`src/rtl/gmux_sel_ctrl_if.sv`:
```
// Request handshake and GMUX-side outputs of the select sequencer.
// The slave modport belongs to the sequencer. The master modport belongs to the requester.
interface gmux_sel_ctrl_if #(
    parameter int CNT_W = 8
);
    logic             req_vld;
    logic             req_sel;
    logic             req_rdy;
    logic             is0;
    logic             cen;
    logic             busy;
    logic             done;
    logic [CNT_W-1:0] sw_cnt;

    modport slave (
        input  req_vld, req_sel,
        output req_rdy, is0, cen, busy, done, sw_cnt
    );

    modport master (
        output req_vld, req_sel,
        input  req_rdy, is0, cen, busy, done, sw_cnt
    );
endinterface

```
`src/rtl/gmux_sel_ctrl.sv`:
```
// Sequencer for the GMUX IS0 select.
// It gates CEN low, waits for quiescence, flips IS0, waits to settle, then re-enables CEN.
module gmux_sel_ctrl #(
    parameter int GATE_CYC   = 4,
    parameter int SETTLE_CYC = 4,
    parameter bit RESET_SEL  = 1'b0,
    parameter int CNT_W      = 8
) (
    input logic               clk,
    input logic               rst,
    gmux_sel_ctrl_if.slave    bus
);

    localparam int MAX_CYC = (GATE_CYC > SETTLE_CYC) ? GATE_CYC : SETTLE_CYC;
    localparam int TW      = $clog2(MAX_CYC + 1);

    if (GATE_CYC < 1) begin : g_bad_gate
        $error("GATE_CYC must be >= 1");
    end
    if (SETTLE_CYC < 1) begin : g_bad_settle
        $error("SETTLE_CYC must be >= 1");
    end
    if (CNT_W < 1) begin : g_bad_cnt
        $error("CNT_W must be >= 1");
    end

    typedef enum logic [1:0] {
        IDLE,
        GATE,
        SETTLE
    } state_t;

    state_t           state_q, state_d;
    logic [TW-1:0]    timer_q, timer_d;
    logic             is0_q, is0_d;
    logic             cen_q, cen_d;
    logic             done_q, done_d;
    logic             sel_q, sel_d;
    logic [CNT_W-1:0] cnt_q, cnt_d;
    logic             accept;

    assign bus.req_rdy = (state_q == IDLE) && !rst;
    assign accept      = bus.req_vld && bus.req_rdy;

    always_ff @(posedge clk) begin
        if (rst) begin
            state_q <= IDLE;
            timer_q <= '0;
            is0_q   <= RESET_SEL;
            cen_q   <= 1'b1;
            done_q  <= 1'b0;
            sel_q   <= RESET_SEL;
            cnt_q   <= '0;
        end else begin
            state_q <= state_d;
            timer_q <= timer_d;
            is0_q   <= is0_d;
            cen_q   <= cen_d;
            done_q  <= done_d;
            sel_q   <= sel_d;
            cnt_q   <= cnt_d;
        end
    end

    always_comb begin
        state_d = state_q;
        timer_d = timer_q;
        is0_d   = is0_q;
        cen_d   = cen_q;
        done_d  = 1'b0;
        sel_d   = sel_q;
        cnt_d   = cnt_q;
        case (state_q)
            IDLE: begin
                if (accept) begin
                    // A request for the current source completes at once, without touching CEN.
                    if (bus.req_sel == is0_q) begin
                        done_d = 1'b1;
                    end else begin
                        state_d = GATE;
                        cen_d   = 1'b0;
                        timer_d = TW'(GATE_CYC - 1);
                        sel_d   = bus.req_sel;
                    end
                end
            end
            GATE: begin
                if (timer_q == '0) begin
                    is0_d   = sel_q;
                    state_d = SETTLE;
                    timer_d = TW'(SETTLE_CYC - 1);
                end else begin
                    timer_d = timer_q - TW'(1);
                end
            end
            SETTLE: begin
                if (timer_q == '0) begin
                    cen_d   = 1'b1;
                    done_d  = 1'b1;
                    cnt_d   = cnt_q + CNT_W'(1);
                    state_d = IDLE;
                end else begin
                    timer_d = timer_q - TW'(1);
                end
            end
            default: state_d = IDLE;
        endcase
    end

    assign bus.is0    = is0_q;
    assign bus.cen    = cen_q;
    assign bus.busy   = (state_q != IDLE);
    assign bus.done   = done_q;
    assign bus.sw_cnt = cnt_q;

endmodule

```
`src/flat_wrapper.sv`:
```
// flat-port wrapper written by rule: the top's interface ports become plain ports
module gmux_sel_ctrl_flat 
#(
    parameter int GATE_CYC   = 4,
    parameter int SETTLE_CYC = 4,
    parameter bit RESET_SEL  = 1'b0,
    parameter int CNT_W      = 8
)
  (clk, rst, bus_req_vld, bus_req_sel, bus_req_rdy, bus_is0, bus_cen, bus_busy, bus_done, bus_sw_cnt);
  gmux_sel_ctrl_if #(.CNT_W(CNT_W)) bus_i ();
  input logic clk;
  input logic rst;
  input wire logic [$bits(bus_i.req_vld)-1:0] bus_req_vld;
  input wire logic [$bits(bus_i.req_sel)-1:0] bus_req_sel;
  output wire logic [$bits(bus_i.req_rdy)-1:0] bus_req_rdy;
  output wire logic [$bits(bus_i.is0)-1:0] bus_is0;
  output wire logic [$bits(bus_i.cen)-1:0] bus_cen;
  output wire logic [$bits(bus_i.busy)-1:0] bus_busy;
  output wire logic [$bits(bus_i.done)-1:0] bus_done;
  output wire logic [$bits(bus_i.sw_cnt)-1:0] bus_sw_cnt;
  assign bus_i.req_vld = bus_req_vld;
  assign bus_i.req_sel = bus_req_sel;
  assign bus_req_rdy = bus_i.req_rdy;
  assign bus_is0 = bus_i.is0;
  assign bus_cen = bus_i.cen;
  assign bus_busy = bus_i.busy;
  assign bus_done = bus_i.done;
  assign bus_sw_cnt = bus_i.sw_cnt;
  gmux_sel_ctrl #(.GATE_CYC(GATE_CYC), .SETTLE_CYC(SETTLE_CYC), .RESET_SEL(RESET_SEL), .CNT_W(CNT_W)) u_core (.clk(clk), .rst(rst), .bus(bus_i));
endmodule
```
`config.mk`:
```
export PLATFORM = sky130hd
export DESIGN_NAME = gmux_sel_ctrl_flat
export DESIGN_NICKNAME = d
export VERILOG_FILES = /design/src/rtl/gmux_sel_ctrl_if.sv /design/src/rtl/gmux_sel_ctrl.sv /design/src/flat_wrapper.sv
export SDC_FILE = /design/constraint.sdc
export NUM_CORES = 1
export LEC_CHECK = 0
export ABC_AREA = 1
export ABC_CLOCK_PERIOD_IN_PS = 2330
export CORE_UTILIZATION = 58
export CTS_BUF_LIST = sky130_fd_sc_hd__clkbuf_4
export DETAILED_ROUTE_END_ITERATION = 6
export PLACE_DENSITY = 0.87
export SLEW_MARGIN = 25
export SYNTH_ARGS = -nofsm -noshare
export SYNTH_HDL_FRONTEND = slang
export SYNTH_SLANG_ARGS = --single-unit
```
`constraint.sdc`:
```
create_clock -name clk -period 2.33 [get_ports clk]
set_clock_uncertainty 0.1 [all_clocks]
set_input_delay 0.466 -clock clk [delete_from_list [all_inputs] [get_ports clk]]
set_output_delay 0.466 -clock clk [all_outputs]
set_load 0.02 [all_outputs]
```
==> Flow_metrics.wiki <==
{| class="wikitable"
! Metric !! Value
|-
| Synthesized-area fraction occupied by ao, oa, aoi and oai cells || 12.7%
|-
| Total nets after synthesis || 147
|-
| Global placement routability congestion || 0.831
|-
| Achievable frequency || 448 MHz
|-
| Remaining design rule violation count || 0
|-
| Post-route minimum period || 2.23 ns
|-
| Number of antenna violations at the first check in global routing || 0
|-
| Dominant cell type by area after synthesis || sky130_fd_sc_hd__dfxtp_1
|-
| Power Density || 846 nW/um2
|-
| Buffer depth of the longest clock path || 2
|-
| Area used by sequential logic in the layout || 340 um2
|-
| Largest cells by area after synthesis || sky130_fd_sc_hd__dfxtp_1 (35%), sky130_fd_sc_hd__nand2_1 (12%), sky130_fd_sc_hd__ha_1 (10%)
|-
| Die X-Extent || 43.0 um
|-
| Per-instance average area after synthesis || 7.21 um2
|-
| Critical path launch point type || flop
|-
| Total number of placement rows || 14
|-
| Post-place instance area || 1150 um2
|-
| Post-detailed-route count of antenna-violating nets || 0
|-
| Via-per-instance ratio || 5.13
|-
| Instance count of the mapped netlist || 135
|-
| Global routing usage summed across all routing layers || 22.5%
|-
| Area share of xor/xnor cells in the synthesized design || 0.900%
|-
| Final worst-path cycle share || 95.9%
|-
| Classification of the worst-slack hold path || flop to flop
|-
| EDFF count, synth || 0
|-
| Final setup vio count || 0
|-
| CTS tree || done
|-
| Largest family of logic cells by synthesized area || simple AND/OR/NAND/NOR gates
|-
| Dominant register cell in the synthesized netlist || sky130_fd_sc_hd__dfxtp_1
|-
| Sequential area share after synthesis || 35.0%
|-
| Crit path max fanout || 6
|-
| Tightest Pin Transition || 0.229 ns
|-
| Vertical extent of the die || 43.0 um
|-
| Die area || 1850 um2
|-
| Diodes inserted || 0
|-
| Setup slack of the worst register-to-register path || 0.72 ns
|-
| Post-synthesis cell area || 973 um2
|-
| Synthesized flop and latch total || 17
|-
| Final Hold Viols || 0
|-
| Clock root buffer || sky130_fd_sc_hd__clkbuf_4
|-
| Setup repair after global routing missed its margin || no
|-
| Number of buffers added by the clock tree synthesis step || 3
|-
| TritonCTS Sinks || 17
|-
| Total number of vias || 878
|-
| Maximum vdd ir drop || 624 uV
|-
| Synth-to-Final Area Change || 21.3%
|-
| Initial detailed-routing violation count || 17
|-
| Routed wirelength normalized by instance count || 11.0 um
|-
| Global-route wire length before repair || 3190 um
|-
| Post-synthesis simple-gate area fraction || 30.7%
|-
| Fraction of layout cells with a size suffix above 1 || 13.5%
|-
| Clock slew seen by the registers of the worst setup and hold paths || 0.10 ns
|-
| Share of synthesized flip-flops with an asynchronous set or reset || 0%
|-
| Clock latency reported for the late side of the worst-skew pair || 0.28 ns
|-
| Top-area cell type share of the netlist area || 35.0%
|-
| List of most frequent post-synthesis cells || sky130_fd_sc_hd__nand2_1 (31), sky130_fd_sc_hd__inv_1 (18), sky130_fd_sc_hd__dfxtp_1 (17)
|-
| Maximum number of pins on one net before global-route repair || 11
|-
| Worst Setup Path Type || flop to primary output
|-
| Number of slew-limit violations in the final report || 0
|-
| Post-synthesis mux area share || 0%
|-
| Final routed wirelength across all metal layers || 1880 um
|-
| Area share of fa/ha/maj cells after synthesis || 10.3%
|-
| Number of distinct standard cells referenced by the synthesized netlist || 21
|-
| Layout Nets || 168
|-
| Global-route congestion overflow total || 0
|-
| Max_slew headroom || 84.6%
|-
| PortBufs || 16
|-
| Leakage || 0.529 nW
|-
| Kind of end point of the critical path || primary output
|-
| Sum Neg Setup Slack || 0 ns
|-
| Number of buffers inserted by post-CTS setup repair || 0
|-
| YS warnings || 0
|-
| Number of levels in the clock H-tree || 1
|-
| Max cap viols || 0
|-
| Filler instances || 125
|-
| Area of the multi-input gates || 534 um2
|-
| Top Ports || 17
|-
| Crit path arrival time || 1.67 ns
|-
| Core Area || 1540 um2
|-
| Initial standard-cell utilization of the core || 63.1%
|-
| Initial DRT Pass Iterations || 4
|-
| Detailed placer's ending HPWL || 1490 um
|-
| Most common cell in the netlist || sky130_fd_sc_hd__nand2_1
|-
| Worst EP required || 1.76 ns
|-
| Number of global-route vias before repair || 780
|-
| Result of the run || finished, final reports clean
|-
| Layout Utilization || 76.6%
|-
| Post-route design area || 1180 um2
|}
[sequential cells by signal, indices dropped and copies added, names as in the netlist]
signal and flops:
u_core.timer_q 3, u_core.bus.cen 1, u_core.bus.is0 1, u_core.bus.sw_cnt 8, u_core.sel_q 1, u_core.bus.done 1, u_core.state_q 2
[critical path: stages, from the launching register on]
cell                              delay [ns]
sky130_fd_sc_hd__dfxtp_1                0.39
sky130_fd_sc_hd__inv_1                  0.09
sky130_fd_sc_hd__ha_2                   0.24
sky130_fd_sc_hd__inv_1                  0.07
sky130_fd_sc_hd__clkdlybuf4s50_1        0.59
[what timing repair did]
item                                    CTS  global route
resized for setup                         1             1
hold buffers                              0             0
endpoints found under the setup margin    1             1
[cell type report]
type / instances / share of cell area (%)
tap: 16 / 1.69
clock buffer: 4 / 2.54
timing repair buffer: 18 / 15.0
sequential: 17 / 28.8
multi-input combinational: 95 / 45.2
inverter: 21 / 6.67
[cell usage in the layout, fill, tap and decap left out, drive strengths merged]
cell,n
clkbuf,4
nand4,1
ha,8
inv,21
nand3b,1
xor2,1
nor2,18
dfxtp,17
clkdlybuf4s50,15
o21a,1
a21oi,11
o21bai,1
o211ai,2
buf,2
nand2,36
nand3,8
o21ai,7
dlymetal6s2s,1
[per-stage QoR]
stage,cells,hold WS (ns),power (mW),worst slack [ns]
6_report,171,0.393,0.999,0.0966
5_1_grt,171,0.432,1.08,0.00427
4_1_cts,171,0.401,1.00,0.0435
3_5_place_dp,167,0.387,0.830,0.0966
3_3_place_gp,167,0.371,0.813,0.0935
2_1_floorplan,135,0.353,0.711,0.832
[final timing paths]
check,start,to,depth (start not counted)
min,u_core.bus.is0$_SDFFE_PP0P_,u_core.bus.is0$_SDFFE_PP0P_,2
min reg2reg,u_core.bus.is0$_SDFFE_PP0P_,u_core.bus.is0$_SDFFE_PP0P_,2
max,u_core.state_q[0]$_SDFFE_PP0P_,bus_busy,4
max reg2reg,u_core.state_q[0]$_SDFFE_PP0P_,u_core.bus.sw_cnt[7]$_SDFFE_PP0P_,9
[routing by layer]
| layer | wire [um] | part of all wire (%) | global-route usage [%] | up-vias |
|---|---|---|---|---|
| met3 | 62 | 3.3 | 2.55 | 2 |
| met1 | 927 | 49 | 31.3 | 395 |
| met2 | 867 | 46 | 35.2 | 16 |
| met4 | 19 | 1.0 | 9.09 | 0 |
| met5 | 0 | 0 | 0 | - |
| li1 | - | - | - | 465 |
[where the power goes]
part | internal (mW) | switching (mW) | total (mW)
Clock | 0.0781 | 0.0912 | 0.169
Sequential | 0.334 | 0.0272 | 0.361
Combinational | 0.179 | 0.290 | 0.468
[logic make-up after synthesis]
family / after synthesis
buffers and inverters: 23
XOR/XNOR: 1
AND/OR/NAND/NOR: 64
AO/OA/AOI/OAI: 22
adder cells (fa/ha/maj): 8
flip-flops: 17
(Power assumes the default switching activity.)
